$ cat config.mk
export PLATFORM = sky130hd
export DESIGN_NAME = led_mmio_slave
export DESIGN_NICKNAME = d
export VERILOG_FILES = /design/src/rtl/led_mmio_slave.sv
export SDC_FILE = /design/constraint.sdc
export NUM_CORES = 1
export LEC_CHECK = 0
export CAP_MARGIN = 10
export CORE_MARGIN = 2
export CORE_UTILIZATION = 48
export CTS_CLUSTER_DIAMETER = 100
export CTS_CLUSTER_SIZE = 14
export DETAILED_ROUTE_END_ITERATION = 7
export GPL_ROUTABILITY_DRIVEN = 0
export PLACE_DENSITY = 0.79
export SLEW_MARGIN = 30
export SYNTH_ARGS = -nofsm -noshare
export SYNTH_HDL_FRONTEND = slang
export SYNTH_SLANG_ARGS = --single-unit
$ cat constraint.sdc
create_clock -name clk -period 2.35 [get_ports clk]
set_input_delay 0.47 -clock clk [delete_from_list [all_inputs] [get_ports clk]]
set_output_delay 0.47 -clock clk [all_outputs]
set_load 0.02 [all_outputs]
$ cat src/rtl/led_mmio_slave.sv
// Memory-mapped LED peripheral: 16-byte register window with set/clear aliases,
// a single-outstanding-request handshake and a prescaled blink engine.
module led_mmio_slave #(
   parameter int unsigned BLINK_DIV = 25_000_000,
   parameter int unsigned CNT_W     = 25
) (
   input  logic        clk,
   input  logic        rst,
   input  logic        bus_valid,
   input  logic        bus_we,
   input  logic [3:0]  bus_addr,
   input  logic [31:0] bus_wdata,
   output logic        bus_ready,
   output logic [31:0] bus_rdata,
   output logic [7:0]  led
);

   typedef enum logic {S_IDLE, S_RESP} state_e;

   localparam logic [1:0]       A_DATA   = 2'd0;
   localparam logic [1:0]       A_SET    = 2'd1;
   localparam logic [1:0]       A_CLR    = 2'd2;
   localparam logic [1:0]       A_CTRL   = 2'd3;
   localparam logic [CNT_W-1:0] CNT_LAST = CNT_W'(BLINK_DIV - 1);

   state_e            state_q, state_d;
   logic              ready_q, ready_d;
   logic [31:0]       rdata_q, rdata_d;
   logic [7:0]        led_q, led_d;
   logic [7:0]        data_q, data_d;
   logic              en_q, en_d;
   logic [7:0]        mask_q, mask_d;
   logic [CNT_W-1:0]  cnt_q, cnt_d;
   logic              phase_q, phase_d;
   logic              commit_c, wr_c;
   logic [1:0]        sel_c;
   logic              unused_c;

   // State register
   always_ff @(posedge clk or negedge rst) begin
      if (!rst) state_q <= S_IDLE;
      else      state_q <= state_d;
   end

   // Next state: one response cycle per accepted request
   always_comb begin
      state_d = state_q;
      case (state_q)
         S_IDLE: if (bus_valid) state_d = S_RESP;
         S_RESP: state_d = S_IDLE;
         default: state_d = S_IDLE;
      endcase
   end

   // Register file, read capture and blink engine next-state
   always_comb begin
      commit_c = (state_q == S_IDLE) && bus_valid;
      wr_c     = commit_c && bus_we;
      sel_c    = bus_addr[3:2];
      ready_d  = commit_c;
      rdata_d  = '0;
      data_d   = data_q;
      en_d     = en_q;
      mask_d   = mask_q;
      cnt_d    = cnt_q;
      phase_d  = phase_q;

      if (wr_c) begin
         case (sel_c)
            A_DATA:  data_d = bus_wdata[7:0];
            A_SET:   data_d = data_q | bus_wdata[7:0];
            A_CLR:   data_d = data_q & ~bus_wdata[7:0];
            default: begin
               en_d   = bus_wdata[0];
               mask_d = bus_wdata[15:8];
            end
         endcase
      end

      if (commit_c && !bus_we) begin
         if (sel_c == A_CTRL) rdata_d = {16'h0, mask_q, 7'h0, en_q};
         else                 rdata_d = {24'h0, data_q};
      end

      // A CTRL write restarts the blink period even if a wrap lands on the same edge
      if ((wr_c && sel_c == A_CTRL) || !en_q) begin
         cnt_d   = '0;
         phase_d = 1'b0;
      end else if (cnt_q == CNT_LAST) begin
         cnt_d   = '0;
         phase_d = ~phase_q;
      end else begin
         cnt_d   = cnt_q + CNT_W'(1);
      end

      // Built from next-state values so a data write shows up alongside bus_ready
      led_d = data_d ^ ({8{phase_d}} & mask_d);
   end

   always_ff @(posedge clk or negedge rst) begin
      if (!rst) begin
         ready_q <= 1'b0;
         rdata_q <= '0;
         led_q   <= '0;
         data_q  <= '0;
         en_q    <= 1'b0;
         mask_q  <= '0;
         cnt_q   <= '0;
         phase_q <= 1'b0;
      end else begin
         ready_q <= ready_d;
         rdata_q <= rdata_d;
         led_q   <= led_d;
         data_q  <= data_d;
         en_q    <= en_d;
         mask_q  <= mask_d;
         cnt_q   <= cnt_d;
         phase_q <= phase_d;
      end
   end

   assign unused_c  = ^{bus_addr[1:0], bus_wdata[31:16]};
   assign bus_ready = ready_q;
   assign bus_rdata = rdata_q;
   assign led       = led_q;

endmodule

# Yosys cells after proc, flatten, opt, wreduce, memory -nomap -nowiden

Index checks and enable logic that the tools add are counted.

Add/subtract/negate cells: 1
Equality and inequality tests: 4
Multiplexer cells: 12
Bitwise operators: 8
Reductions and logical operators: 10

Operator list:

| kind                                                | number |
|---|---|
| two-way mux 25 bit                                  | 2 |
| two-way mux 16 bit                                  | 2 |
| adder 25 x 1 -> 25 bit, second input constant       | 1 |
| equality test 25 bit, second input constant         | 1 |
| two-way mux 8 bit                                   | 3 |
| case mux 8 bit (3 select lines)                     | 1 |
| AND 8 bit                                           | 2 |
| inverter 8 bit                                      | 1 |
| bitwise OR 8 bit                                    | 1 |
| XOR 8 bit                                           | 1 |
| equality test 2 bit, second input constant          | 2 |
| logical AND 1 bit                                   | 4 |
| two-way mux 1 bit                                   | 3 |
| inverter 1 bit                                      | 3 |
| OR reduction 3 bit                                  | 1 |
| equality test 2 x 1 -> 1 bit, second input constant | 1 |
| logical NOT 1 bit                                   | 2 |
| logical NOT 2 bit                                   | 1 |
| case mux 1 bit (2 select lines)                     | 1 |
| AND reduction 2 bit                                 | 1 |
| logical OR 1 bit                                    | 1 |

Bits in registers: 85
Input bits: 40
Output and inout port bits: 41
Word-level logic and storage cells: 44

# Logic depth before layout (Yosys ltp)

Word-level depth: 8
Mapped depth: 7
Depth with buffers taken out: 6

# Worst setup path before layout

Ideal clock, no wire load.

Kind: register to register
Start point: reg cnt_q[0]
End point: reg led_q[0] (netlist: led[0])
Library setup time: 0.079 ns
Data arrival time: 1.805 ns
Required time: 2.271 ns
Slack: 0.466 ns
Cell stages (with the launch flop): 8
Buffers on the path: 1
Period minus slack after synthesis: 1.884 ns
Cells stage by stage: dfrtp_1 -> ha_1 -> and4_1 -> nand2_2 -> or4_4 -> buf_6 -> a21oi_2 -> xor2_1

Cells in the longest elaborated chain, start to end: 5

RTL lines:

| element                | line | RTL |
|---|---|---|
| start, declared        | 33   | `logic [CNT_W-1:0] cnt_q, cnt_d;` |
| start signal, assigned | 117  | `cnt_q <= cnt_d;` |
| equality test 25 bit   | 89   | `end else if (cnt_q == CNT_LAST) begin` |
| two-way mux 1 bit      | 89   |  |
| two-way mux 1 bit      | 86   | `if ((wr_c && sel_c == A_CTRL) \|\| !en_q) begin` |
| AND 8 bit              | 97   | `led_d = data_d ^ ({8{phase_d}} & mask_d);` |
| XOR 8 bit              | 97   |  |
| net led_d[0]           | 29   | `logic [7:0] led_q, led_d;` |
| end signal, assigned   | 113  | `led_q <= led_d;` |
| end, declared          | 29   |  |

The timed path passes the listed nets, and every way through them passes these cells.
A chain may end at the register's enable or synchronous reset.

# Final worst setup path

Start point: reg cnt_q[0]
End point: reg led_q[4] (netlist: led[4])

Same word-level chain as after synthesis.

==> results.sh <==
export IMPL_yosys_top_cells_count="dfrtp_1, nor2_1, xor2_1, nand2_1, and2_1"
export IMPL_p_seq_share_pct=52.0
export IMPL_post_drt_via_cell_ratio=5.00
export IMPL_start_util_pct=48.8
export IMPL_post_dp_hpwl_um=4040
export IMPL_antenna_found_initial=0
export IMPL_maxCapViolations=0
export IMPL_synthArstFlopShare_pct=100
export IMPL_die_h_um=83.7
export IMPL_overflow=0
export IMPL_fin_crit_sh_pct=88.0
export IMPL_synth_seq_cells=68
export IMPL_portBuffers=46
export IMPL_peakVddDrop_uv=386
export IMPL_fp_dieW_um=83.7
export IMPL_postRouteAntennaNets=0
export IMPL_cts_sinks=68
export IMPL_tightest_slew_ps=657
export IMPL_max_slew_margin_pct=55.9
export IMPL_h_tree_depth=3
export IMPL_drt_iter0_markers=113
export IMPL_grt_pass1_vias=2109
export IMPL_switching_share_pct=28.0
export IMPL_cts_inserted_buffers=9
export IMPL_grt_pass1_wl_um=9750
export IMPL_dr_total_vias=2044
export IMPL_rows=29
export IMPL_synth_area_leaders="dfrtp_1, xor2_1, buf_4"
export IMPL_start_kind="flop"
export IMPL_crit_type="flop to flop"
export IMPL_fillCellCount=513
export IMPL_diodes=0
export IMPL_setup_tns_ps=0
export IMPL_path_clk_slew_ps=70
export IMPL_cts_buffer_depth=2
export IMPL_period_minus_slack_ps=2070
export IMPL_clk_latency_ps=340
export IMPL_regToRegStartpoint="cnt_q[0]$_DFF_PN0_"
export IMPL_worstPathRequired_ps=2610
export IMPL_status="completed"
export IMPL_ios=81
export IMPL_yosysTopAreaCellShare_pct=55.9
export IMPL_switching_power_uw=724
export IMPL_setup_viol=0
export IMPL_rsz0062_at_grt="no"
export IMPL_synth_area_per_cell_um2=11.3
export IMPL_detailedPlace_worstSlack_ps=256
export IMPL_p_leak_uw=0.00165
export IMPL_grt_start_max_net_pins=69
export IMPL_clock_skew_ps=8.91
export IMPL_synth_area_mm2=0.00305
export IMPL_rr_worst_depth=6
export IMPL_synth_distinct_cells=38
export IMPL_cts_tree="built"
export IMPL_power_density_mw_per_mm2=692
export IMPL_synth_main_ff_cell="dfrtp_1"
export IMPL_cts_resized_gates=0
export IMPL_r2r_end="led[4]$_DFF_PN0_"
export IMPL_synth_edf_count=0
export IMPL_cp_arrival_ps=2330
export IMPL_wirelength_um=5740
export IMPL_coreArea_mm2=0.00624
export IMPL_yosysMostFrequentCell="dfrtp_1"
export IMPL_hold_viol=0
export IMPL_yosysTopAreaCell="dfrtp_1"
export IMPL_firstDrtPassIters=6
export IMPL_ys_warn_count=0
export IMPL_fin_area_mm2=0.00374
export IMPL_grt_usage_pct=17.7
export IMPL_clockPowerShare_pct=31.2
export IMPL_ys_seq_area_share_pct=55.9
export IMPL_syn_to_final_growth_pct=22.8
export IMPL_crit_fanout=9
export IMPL_max_freq_mhz=483
export IMPL_root_buffer="clkbuf_8"
export IMPL_fin_ws_ps=281
export IMPL_end_kind="flop"
export IMPL_die_area_mm2=0.00700
export IMPL_hold_class="input port to asynchronous set/reset pin"
export IMPL_reg2reg_slack_ps=280
export IMPL_total_power_uw=2590
export IMPL_drv_slew=0
export IMPL_dpl_cell_area_mm2=0.00358
export IMPL_post_cts_buffers=0
export IMPL_ctsHoldBuffers=0
export IMPL_layout_drive_gt1_share_pct=13.9
export IMPL_comb_power_share_pct=16.9
export IMPL_netlist_instances=270
export IMPL_nets=369
export IMPL_post_route_drc_count=0
export IMPL_p_int_uw=1860
export IMPL_avgRoutedWirePerCell_um=14.0
per-stage QoR:
stage	util, %	hold slack (ps)	std cells
detailed placement	57.4	453	394
global route	59.9	155	409
CTS	59.9	143	409
floorplan	-	174	285
global placement	57.4	442	394
finish	59.9	124	409
worst max path at each step:
stage	startpoint	to	slack, ps	cells after the start
6_report	cnt_q[0]$_DFF_PN0_	led[4]$_DFF_PN0_	280	6
5_1_grt	cnt_q[0]$_DFF_PN0_	led[4]$_DFF_PN0_	130	6
4_1_cts	cnt_q[0]$_DFF_PN0_	led[4]$_DFF_PN0_	240	6
3_5_place_dp	cnt_q[0]$_DFF_PN0_	led[4]$_DFF_PN0_	260	6
3_3_place_gp	cnt_q[0]$_DFF_PN0_	led[4]$_DFF_PN0_	330	6
2_1_floorplan	cnt_q[0]$_DFF_PN0_	led[0]$_DFF_PN0_	470	7
routing by layer:
metal / vias to the layer above / GRT usage (%) / wire (µm)
li1: 986 / - / -
met1: 980 / 21.9 / 2340
met5: - / 0 / 0
met4: 0 / 8.65 / 85
met2: 65 / 28.5 / 2950
met3: 13 / 5.24 / 366
area by class of cell:
class	count	area [µm²]	area share (%)
well taps	77	96.3	2.58
multi-input cells	192	1240	33.0
clock buffers	11	131	3.51
flip-flops and latches	68	1700	45.5
clock inverters	4	27.5	0.736
inverters	4	15.0	0.401
repair buffers	53	533	14.2
sequential cells by signal, summed over array words and instances (netlist names):
signal and count:
led 8, bus_rdata 16, data_q 8, mask_q 8, phase_q 1, cnt_q 25
en_q 1, bus_ready 1
layout by cell type, fill, tap and decap left out, types with 2 or more instances in the layout:
cell type	count
nor2_1	32
clkinv_4	2
nand2_1	19
a21oi_1	2
buf_4	5
nor3_1	2
and4_1	2
xnor2_1	5
a22o_1	8
conb_1	16
clkbuf_1	2
inv_1	4
nand3_1	10
nor4_2	2
and3_1	4
clkdlybuf4s50_1	45
buf_12	2
xor2_1	26
a21oi_2	8
clkinv_2	2
and2_1	17
o21ai_0	8
nand4_1	6
clkbuf_8	9
nor2b_1	2
nand2_2	2
dfrtp_1	68
mux2_2	8
critical path: stages (launching register included):
cell,delay [ps]
dfrtp_1,380
ha_1,230
and4_1,260
nand2_2,110
or4_4,600
a21oi_2,230
xor2_1,180
power by group through the flow:
stage | logic, µW | registers (µW) | clock network (µW)
floorplan | 211 | 1410 | 0
global placement | 430 | 1360 | 0
detailed placement | 441 | 1370 | 0
CTS | 443 | 1350 | 830
global route | 475 | 1360 | 887
finish | 437 | 1350 | 807
cells by family (layout without fill, tap and decap cells):
kind of cell	Yosys count	in the layout	synth area share (%)
muxes	8	8	2.96
buffers and inverters	25	72	5.42
and+or+nand+nor	106	106	18.6
AOI/OAI and AO/OA	30	30	7.68
other	1	16	0.123
DFF	68	68	55.9
xor gates and xnor gates	31	31	8.91
adders and majority gates	1	1	0.411
Power figures use the tool's default switching activity.
